--- src/rtl/cpu_sequencer.sv ---
// rtl/cpu_sequencer.sv - multi-cycle fetch/decode/exec/mem/writeback sequencer for the 16-bit CPU
module cpu_sequencer #(
    parameter int MEM_TIMEOUT = 15,
    parameter int CNT_W       = 16
) (
    input  logic             clk,
    input  logic             rst,
    input  logic             run,
    input  logic [3:0]       opcode,
    input  logic             zero,
    input  logic             memAck,
    output logic             memReq,
    output logic             memWe,
    output logic             memAddrSel,
    output logic             irWrite,
    output logic             pcWrite,
    output logic [1:0]       pcSrc,
    output logic             regWrite,
    output logic [1:0]       wbSel,
    output logic [2:0]       state,
    output logic             halted,
    output logic             fault,
    output logic [CNT_W-1:0] retired
);

    typedef enum logic [2:0] {
        S_IDLE   = 3'b000,
        S_FETCH  = 3'b001,
        S_DECODE = 3'b010,
        S_EXEC   = 3'b011,
        S_MEM    = 3'b100,
        S_WB     = 3'b101,
        S_HALT   = 3'b110
    } state_t;

    localparam logic [3:0] OP_LDW = 4'hA;
    localparam logic [3:0] OP_STW = 4'hB;
    localparam logic [3:0] OP_BRZ = 4'hC;
    localparam logic [3:0] OP_JMP = 4'hD;
    localparam logic [3:0] OP_JAL = 4'hE;
    localparam logic [3:0] OP_HLT = 4'hF;

    // A wait cycle that finds the counter at LIMIT is the MEM_TIMEOUT-th unacked cycle.
    localparam logic [7:0] LIMIT = 8'(MEM_TIMEOUT - 1);

    state_t           state_q;
    state_t           state_d;
    state_t           boundary;
    logic [7:0]       wait_cnt;
    logic             timeout;
    logic             retire;
    logic             fault_q;
    logic [CNT_W-1:0] retired_q;

    // Next-state and datapath strobes; the instruction boundary target depends on run.
    always_comb begin
        state_d    = state_q;
        memReq     = 1'b0;
        memWe      = 1'b0;
        memAddrSel = 1'b0;
        irWrite    = 1'b0;
        pcWrite    = 1'b0;
        pcSrc      = 2'b00;
        regWrite   = 1'b0;
        wbSel      = 2'b00;
        timeout    = 1'b0;
        retire     = 1'b0;
        boundary   = run ? S_FETCH : S_IDLE;
        case (state_q)
            S_IDLE: begin
                if (run) state_d = S_FETCH;
            end
            S_FETCH: begin
                memReq = 1'b1;
                if (memAck) begin
                    irWrite = 1'b1;
                    pcWrite = 1'b1;
                    state_d = S_DECODE;
                end else if (wait_cnt == LIMIT) begin
                    timeout = 1'b1;
                    state_d = S_HALT;
                end
            end
            S_DECODE: begin
                state_d = (opcode == OP_HLT) ? S_HALT : S_EXEC;
            end
            S_EXEC: begin
                case (opcode)
                    OP_LDW, OP_STW: state_d = S_MEM;
                    OP_BRZ: begin
                        pcWrite = zero;
                        pcSrc   = 2'b01;
                        retire  = 1'b1;
                        state_d = boundary;
                    end
                    OP_JMP: begin
                        pcWrite = 1'b1;
                        pcSrc   = 2'b10;
                        retire  = 1'b1;
                        state_d = boundary;
                    end
                    OP_JAL: begin
                        regWrite = 1'b1;
                        wbSel    = 2'b10;
                        pcWrite  = 1'b1;
                        pcSrc    = 2'b10;
                        retire   = 1'b1;
                        state_d  = boundary;
                    end
                    OP_HLT:  state_d = S_HALT;
                    default: state_d = S_WB;
                endcase
            end
            S_MEM: begin
                memReq     = 1'b1;
                memAddrSel = 1'b1;
                memWe      = (opcode == OP_STW);
                if (memAck) begin
                    if (opcode == OP_STW) begin
                        retire  = 1'b1;
                        state_d = boundary;
                    end else begin
                        state_d = S_WB;
                    end
                end else if (wait_cnt == LIMIT) begin
                    timeout = 1'b1;
                    state_d = S_HALT;
                end
            end
            S_WB: begin
                regWrite = 1'b1;
                wbSel    = (opcode == OP_LDW) ? 2'b01 : 2'b00;
                retire   = 1'b1;
                state_d  = boundary;
            end
            S_HALT: state_d = S_HALT;
            default: state_d = S_IDLE;
        endcase
    end

    // State, wait counter (counts only while stalling in the same access), sticky fault, retire count.
    always_ff @(posedge clk) begin
        if (rst) begin
            state_q   <= S_IDLE;
            wait_cnt  <= 8'd0;
            fault_q   <= 1'b0;
            retired_q <= '0;
        end else begin
            state_q  <= state_d;
            fault_q  <= fault_q | timeout;
            if (memReq && !memAck && (state_d == state_q)) begin
                wait_cnt <= wait_cnt + 8'd1;
            end else begin
                wait_cnt <= 8'd0;
            end
            if (retire) retired_q <= retired_q + CNT_W'(1);
        end
    end

    assign state   = state_q;
    assign halted  = (state_q == S_HALT);
    assign fault   = fault_q;
    assign retired = retired_q;

endmodule

--- config.mk ---
export PLATFORM = sky130hd
export DESIGN_NAME = cpu_sequencer
export DESIGN_NICKNAME = d
export VERILOG_FILES = /design/src/rtl/cpu_sequencer.sv
export SDC_FILE = /design/constraint.sdc
export NUM_CORES = 1
export LEC_CHECK = 0
export ABC_AREA = 1
export CAP_MARGIN = 40
export CORE_ASPECT_RATIO = 0.75
export CORE_MARGIN = 2
export CORE_UTILIZATION = 50
export CTS_CLUSTER_DIAMETER = 50
export DETAILED_ROUTE_END_ITERATION = 6
export GPL_TIMING_DRIVEN = 0
export HOLD_SLACK_MARGIN = 0.15
export PLACE_DENSITY = 0.85
export SYNTH_ARGS = -nofsm -noshare
export SYNTH_HDL_FRONTEND = slang
export SYNTH_SLANG_ARGS = --single-unit
--- constraint.sdc ---
create_clock -name clk -period 2.3 [get_ports clk]
set_clock_uncertainty 0.1 [all_clocks]
set_input_delay 0.345 -clock clk [delete_from_list [all_inputs] [get_ports clk]]
set_output_delay 0.345 -clock clk [all_outputs]
set_load 0.1 [all_outputs]
==> results by group, run 1 <==
Timing
  – RSZ-0062 raised after global routing: false
  – Period utilization: 97.4%
  – Fin. max-slew vios: 0
  – Minimum clock period: ~2.2 ns
  – # setup viols final: 0
  – Worst-margin pin slew: 0.522 ns
  – FMAX: between 400 and 500 MHz
  – Final hold vios: 0
  – Worst slew margin: 65.2%

Setup path
  – CP max stage cell: clkdlybuf4s50_1
  – Worst Path Required: ~1.9 ns
  – Worst Path Max Fanout: 4
  – Crit-path max cell delay: approximately 0.52 ns
  – Crit path kind: in -> out
  – Reg2reg setup slack: 0.43 ns
  – Worst Setup SP: opcode[0]
  – FF-to-FF Start: retired[0]$_SDFFE_PP0P_
  – Cell Chain, Critical Path: clkdlybuf4s15_2 > nand2_1 > clkinv_1 > nand3_2 > nor2_4 > clkdlybuf4s50_1 > buf_8
  – Crit end category: output port
  – Crit path launch type: primary input
  – Worst EP arrival: 1.80 ns

Global routing
  – Total Routing Usage GR: 30.2%
  – Total congestion overflow: 0
  – First-pass GRT wire length: 9530 microns
  – Antenna violations before repair: 0
  – Number of global-route vias before repair: 2017
  – Largest net degree at the start of global routing: 17

Pwr
  – Switching power: 0.000411 W
  – Sw frac: between 30 and 40%
  – Cell-internal power: roughly 0.0008 W
  – Leak Pwr: 1.09 nW
  – PwrDens: 432 nW/um^2
  – Register share of total power: between 40 and 50%
  – Max VDD drop: 0.000449 V
  – Clk pwr share: 29.0%
  – Comb pwr share: 28.6%
  – Post-route total power: roughly 0.0012 W

Logic synthesis
  – Yosys cell types: 31
  – Synth Instances: roughly 280
  – Post-Syn Area: between 1500 and 2000 sq um
  – Syn_nets: 287
  – Ys Warns: 0
  – Sequential-to-total area share from yosys stat: 32.0%
  – Yosys reg bits: 28
  – Avg Inst Size Synth: between 6 and 7 sq um

Placed design
  – Buffers on Ports: 39
  – DP HPWL: 4100 microns
  – Gp weighted congestion: 0.935

Hold path
  – Hold WC Path Type: reg -> reg
  – Hold Crit Start: wait_cnt[0]$_SDFF_PP0_

Final layout
  – Sequential Area: 572 sq um
  – ANT cells: 0
  – Synth-to-Final Area Change: 60.1%
  – Layout cell share with drive strength beyond 1: 21.4%
  – Fill cells: 174
  – Multi-input gate area: 1090 sq um
  – Layout Utilization: 84.7%
  – Final #Nets: approximately 360

Route
  – Vias: 2265
  – WL final: approximately 6000 microns
  – DRT Pass-1 Iters: 5
  – DRT iter0 DRCs: 223
  – Drt wl/cell: 15.5 microns
  – DRC Markers: 0
  – DRT antenna net count: 0
  – Vias/cell: 5.87

Floorplanning
  – Die Span X: roughly 72 microns
  – # IOs: 40
  – Total Die Area: 4000 sq um
  – Num rows: 18
  – CORE AREA: 3310 sq um
  – Starting Density: 52.9%
  – Die Y-Extent: 55.3 microns

Clock tree
  – CTS clk-pin slew, worst paths: roughly 0.090 ns
  – H-tree depth: 1
  – Clock Sinks: 28
  – Num CTS Buffers: 3
  – Longest Clk Path Bufs: 2
  – Root buf cell: clkbuf_8
  – Worst-Skew Late Latency: 0.28 ns
  – CTS tree: built

Job
  – Max-cap violations: 0

Run status
  – Outcome: finished clean
==> cell families after synthesis <==
family,after synthesis,share of synthesized area (%)
flip-flops,28,32.0
AND/OR/NAND/NOR,172,44.4
adder cells (fa/ha/maj),3,2.14
XOR/XNOR,8,4.00
buffers and inverters,37,9.21
AO/OA/AOI/OAI,27,8.29
==> routing by layer <==
| layer | track usage (%) | vias up | part of all wire [%] |
|---|---|---|---|
| li1 | - | 1031 | - |
| met1 | 39.3 | 1037 | 39 |
| met2 | 46.3 | 157 | 45 |
| met3 | 6.02 | 40 | 9.6 |
| met4 | 17.3 | 0 | 5.7 |
| met5 | 0 | - | 0 |
==> cells in the mapped netlist (all sizes together) <==
cell type | instances | area share [%]
nor4 | 1 | 0.36
nand4 | 11 | 3.9
a21oi | 17 | 5.1
xnor2 | 4 | 2.0
inv | 31 | 6.6
ha | 3 | 2.1
buf | 4 | 2.1
clkinv | 1 | 0.21
nand3 | 31 | 10
xor2 | 4 | 2.0
o21a | 1 | 0.43
a211o | 1 | 0.50
o21ai | 8 | 2.3
nor2 | 47 | 11
nand2 | 77 | 17
clkbuf | 1 | 0.21
nor3 | 3 | 1.1
or2 | 1 | 0.36
nand3b | 1 | 0.43
dfxtp | 28 | 32
==> area by class of cell <==
| class | count | area share [%] |
|---|---|---|
| inverter | 32 | 4.64 |
| sequential | 28 | 20.4 |
| multi-input combinational | 210 | 38.9 |
| tap | 40 | 1.78 |
| clock buffer | 4 | 2.37 |
| buffer | 5 | 1.47 |
| timing repair buffer | 67 | 30.4 |
==> final timing paths <==
path | depth (start not counted) | end
worst min-delay path | 1 | wait_cnt[0]$_SDFF_PP0_
worst min register to register | 1 | wait_cnt[0]$_SDFF_PP0_
worst max-delay path | 7 | memWe
worst max register to register | 7 | retired[8]$_SDFFE_PP0P_
==> per-stage QoR <==
stage / worst slack (ns) / cell area, sq um / instances / hold WS (ns) / setup TNS (ns)
after floorplan: -0.169 / 1810 / 275 / 0.304 / -0.177
after global placement: -0.841 / 2250 / 354 / 0.362 / -5.52
after detailed placement: -0.441 / 2720 / 385 / 0.366 / -2.46
after CTS: 0.0634 / 2800 / 386 / 0.390 / 0
after global routing: 0.0187 / 2800 / 386 / 0.446 / 0
final: 0.0591 / 2800 / 386 / 0.393 / 0
==> worst max-delay path: cells and delay by family <==
family / cells / cell delay, ns
buffers and inverters: 4 / 1.07
and+or+nand+nor: 3 / 0.38
==> placed cells by master (no fill, tap or decap), drive strengths merged, types with 4 or more instances in the layout <==
master         synthesis  final
inv                   31     31
xor2                   4      4
clkbuf                 1      5
o21ai                  8      8
buf                    4     38
nand4                 11     11
clkdlybuf4s50          0     28
nor2                  47     47
nand3                 31     31
dfxtp                 28     28
xnor2                  4      4
nand2                 77     77
a21oi                 17     17
==> sequential cells by signal, summed over array words and instances (netlist names) <==
register and count:
fault 1, retired 16, state 3, wait_cnt 8
==> power groups by stage <==
stage                     logic, W  clock network (W)  registers (W)
after global routing      0.000361           0.000372       0.000515
after CTS                 0.000337           0.000353       0.000513
after floorplan           0.000150                  0       0.000571
after detailed placement  0.000325                  0       0.000523
after global placement    0.000266                  0       0.000522
final                     0.000347           0.000352       0.000514
==> timing repair <==
action | 4_1_cts | 5_1_grt
setup buffers | 3 | 0
hold endpoints to repair | 0 | 0
endpoints found under the setup margin | 8 | 1
resized for setup | 23 | 2
hold buffers | 0 | 0
pin swaps | 2 | 0
(Power assumes the default switching activity.)
==> inputs of run 2 (changes only) <==
- clock period: 2.3 -> 2.7 ns (I/O delays scaled with it)
==> run 2 against run 1 <==
Effect of this change:
- critical path depth down 2
- cell count increased by 0.26%
- non-clock buffer count rose by 1
- global-route usage up 0.49 points
- sequential share of layout area decreased by 0.059 points
- utilization down 0.87 points
- clock power decreased by 3%
- die area is the same
- sequential power shrank 15%
- hold slack got worse by 0.0091 ns
- via count fell by 2.4%
- final area shrank 1.0%
- critical endpoint is now irWrite
==> results by group, run 2 (synthesized netlist as in run 1, its figures left out) <==
Clock tree
  – Root buf cell: clkbuf_8
  – Clock Sinks: 28 (unchanged)
  – Num CTS Buffers: 3 (unchanged)
  – Longest Clk Path Bufs: 2 (unchanged)
  – Post-CTS setup buffers: 0 (-3)
  – CTS tree: built
  – Hold_buf cts: 0 (unchanged)
  – Worst-Skew Late Latency: 0.28 ns (about the same)
  – CTS resizes: 8 (-65%)
  – CTS clk-pin slew, worst paths: 0.10 ns (about the same)
  – H-tree depth: 1 (unchanged)

Placed design
  – Gp weighted congestion: 0.925 (-1.1%)
  – Buffers on Ports: 39 (unchanged)
  – Pre-CTS setup slack: -0.180 ns (+0.262 ns)
  – Placed inst area: 2700 sq um (-0.78%)
  – Placed cell count: 385 (unchanged)
  – DP HPWL: 4120 microns (+0.49%)

Job
  – Max-cap violations: 0 (unchanged)

Pwr
  – PwrDens: 382 nW/um^2 (-12%)
  – Max VDD drop: 0.000328 V (-27%)
  – Comb pwr share: 26.9% (-1.7 points)
  – Leak Pwr: 1.08 nW (-1.0%)
  – Clk pwr share: 32.1% (+3.1 points)
  – Sw frac: 32.9% (-1.0 points)
  – Switching power: 0.000349 W (-15%)
  – Cell-internal power: 0.000712 W (-11%)
  – Register share of total power: 41.1% (-1.3 points)

Global routing
  – Antenna violations before repair: 0 (unchanged)
  – Total Routing Usage GR: 30.7% (+0.49 points)
  – First-pass GRT wire length: 9670 microns (+1.4%)
  – Number of global-route vias before repair: 2076 (+2.9%)
  – Total congestion overflow: 0 (unchanged)
  – Largest net degree at the start of global routing: 17 (unchanged)

Route
  – DRC Markers: 0 (unchanged)
  – DRT antenna net count: 0 (unchanged)
  – WL final: 5870 microns (-2.1%)
  – Vias: 2210 (-2.4%)
  – Drt wl/cell: 15.2 microns (-2.4%)
  – Vias/cell: 5.71 (-2.7%)
  – DRT iter0 DRCs: 258 (+16%)
  – DRT Pass-1 Iters: 7 (+2)

Timing
  – Worst-margin pin slew: 0.535 ns (+0.0131 ns)
  – Final hold vios: 0 (unchanged)
  – Setup ws final: 0.0810 ns (+0.0219 ns)
  – Period utilization: 97.0%
  – FMAX: about 380 MHz
  – Worst slew margin: 64.3% (-0.87 points)
  – RSZ-0062 raised after global routing: false
  – # setup viols final: 0 (unchanged)
  – Minimum clock period: 2.62 ns
  – Fin. max-slew vios: 0 (unchanged)

Setup path
  – Crit end category: output port
  – Reg2reg setup slack: 0.76 ns (+0.33 ns)
  – CP bufs+invs: 4 (unchanged)
  – CP max stage cell: clkdlybuf4s50_1
  – Reg2Reg Depth: 8 (+1)
  – Most frequent CP cell: clkdlybuf4s50_1
  – Worst Path Max Fanout: 5 (+1)
  – Crit-path leading delay family: buffers and inverters
  – Cell Chain, Critical Path: clkdlybuf4s50_1 > nand4_1 > inv_1 > clkdlybuf4s50_1 > buf_8
  – Crit path launch type: primary input
  – Worst EP arrival: 2.11 ns (+0.31 ns)
  – FF-to-FF Start: retired[0]$_SDFFE_PP0P_
  – R2r endpoint: retired[12]$_SDFFE_PP0P_
  – Worst Path Required: 2.19 ns (+0.33 ns)
  – Crit path kind: in -> out
  – Crit-path max cell delay: 0.61 ns (+0.09 ns)

Floorplanning
  – Total Die Area: 4000 sq um (unchanged)
  – CORE AREA: 3310 sq um (unchanged)
  – # IOs: 40 (unchanged)
  – Die Span X: 72.3 microns (unchanged)
  – Starting Density: 52.9% (unchanged)
  – Die Y-Extent: 55.3 microns (unchanged)
  – Num rows: 18 (unchanged)

Hold path
  – Hold depth: 2 (+1)
  – Hold Crit Start: fault$_SDFF_PP0_
  – Hold WC Path Type: reg -> reg
  – Worst hold path endpoint: fault$_SDFF_PP0_

Final layout
  – Design Area, Final: 2780 sq um (-1.0%)
  – Final #Nets: 360 (+0.28%)
  – Fill cells: 182 (+4.6%)
  – Synth-to-Final Area Change: 58.4%
  – Largest register FFs: 16 (unchanged)
  – Non-Filler Instances: 387 (+0.26%)
  – ANT cells: 0 (unchanged)
  – Commonest non-fill, non-tap cell in the layout: nand2_1
  – Layout cell share with drive strength beyond 1: 18.7% (-2.7 points)
  – Most frequent cells in the layout: nand2_1, nor2_1, clkdlybuf4s50_1, nand3_1, buf_8

Run status
  – Outcome: finished clean
[run 2: power by group through the flow]
stage | clock [W] | combinational (W) | sequential, W
2_1_floorplan | 0 | 0.000126 | 0.000484
3_3_place_gp | 0 | 0.000224 | 0.000442
3_5_place_dp | 0 | 0.000276 | 0.000443
4_1_cts | 0.000340 | 0.000277 | 0.000434
5_1_grt | 0.000356 | 0.000296 | 0.000437
6_report | 0.000341 | 0.000285 | 0.000436
[run 2: area by class of cell]
class | instances | area (sq um) | share of cell area, %
buffer | 5 | 41.3 | 1.49
clock inverter | 1 | 30.0 | 1.08
multi-input combinational | 210 | 1080 | 38.9
sequential | 28 | 564 | 20.3
clock buffer | 3 | 41.3 | 1.49
tap | 40 | 50.0 | 1.80
inverter | 32 | 123 | 4.42
timing repair buffer | 68 | 847 | 30.5
[run 2: how the worst max path moves through the flow]
| stage | startpoint | end | slack, ns | depth (start not counted) |
|---|---|---|---|---|
| final | memAck | irWrite | 0.08 | 5 |
| after global routing | opcode[3] | regWrite | 0.01 | 7 |
| after CTS | opcode[3] | pcSrc[1] | 0.002 | 8 |
| after detailed placement | opcode[2] | pcWrite | -0.18 | 9 |
| after global placement | opcode[1] | wbSel[0] | -0.56 | 5 |
| after floorplan | state[2]$_SDFF_PP0_ | wbSel[0] | 0.01 | 4 |
[run 2: stage by stage]
step / TNS [ns] / total power, W / util [%] / hold slack (ns)
5_1_grt: 0 / 0.00109 / 83.8 / 0.424
3_5_place_dp: -0.607 / 0.000719 / 81.4 / 0.365
2_1_floorplan: 0 / 0.000610 / - / 0.341
4_1_cts: 0 / 0.00105 / 83.7 / 0.393
3_3_place_gp: -3.27 / 0.000666 / 67.4 / 0.356
6_report: 0 / 0.00106 / 83.8 / 0.384
[run 2: worst reg2reg max path: stages, from the launching register on]
cell and delay [ns]:
dfxtp_1 0.46, ha_1 0.33, inv_1 0.07, nor2_1 0.34
nand3_1 0.18, nand2_1 0.12, nand2_1 0.08, nand2_1 0.08
a21oi_1 0.05
[run 2: routing by layer]
metal | up-vias | wire length [microns] | GRT usage, %
met5 | - | 0 | 0
met4 | 0 | 298 | 12.9
met3 | 39 | 491 | 6.20
met2 | 139 | 2760 | 49.0
met1 | 1001 | 2320 | 40.1
li1 | 1031 | - | -
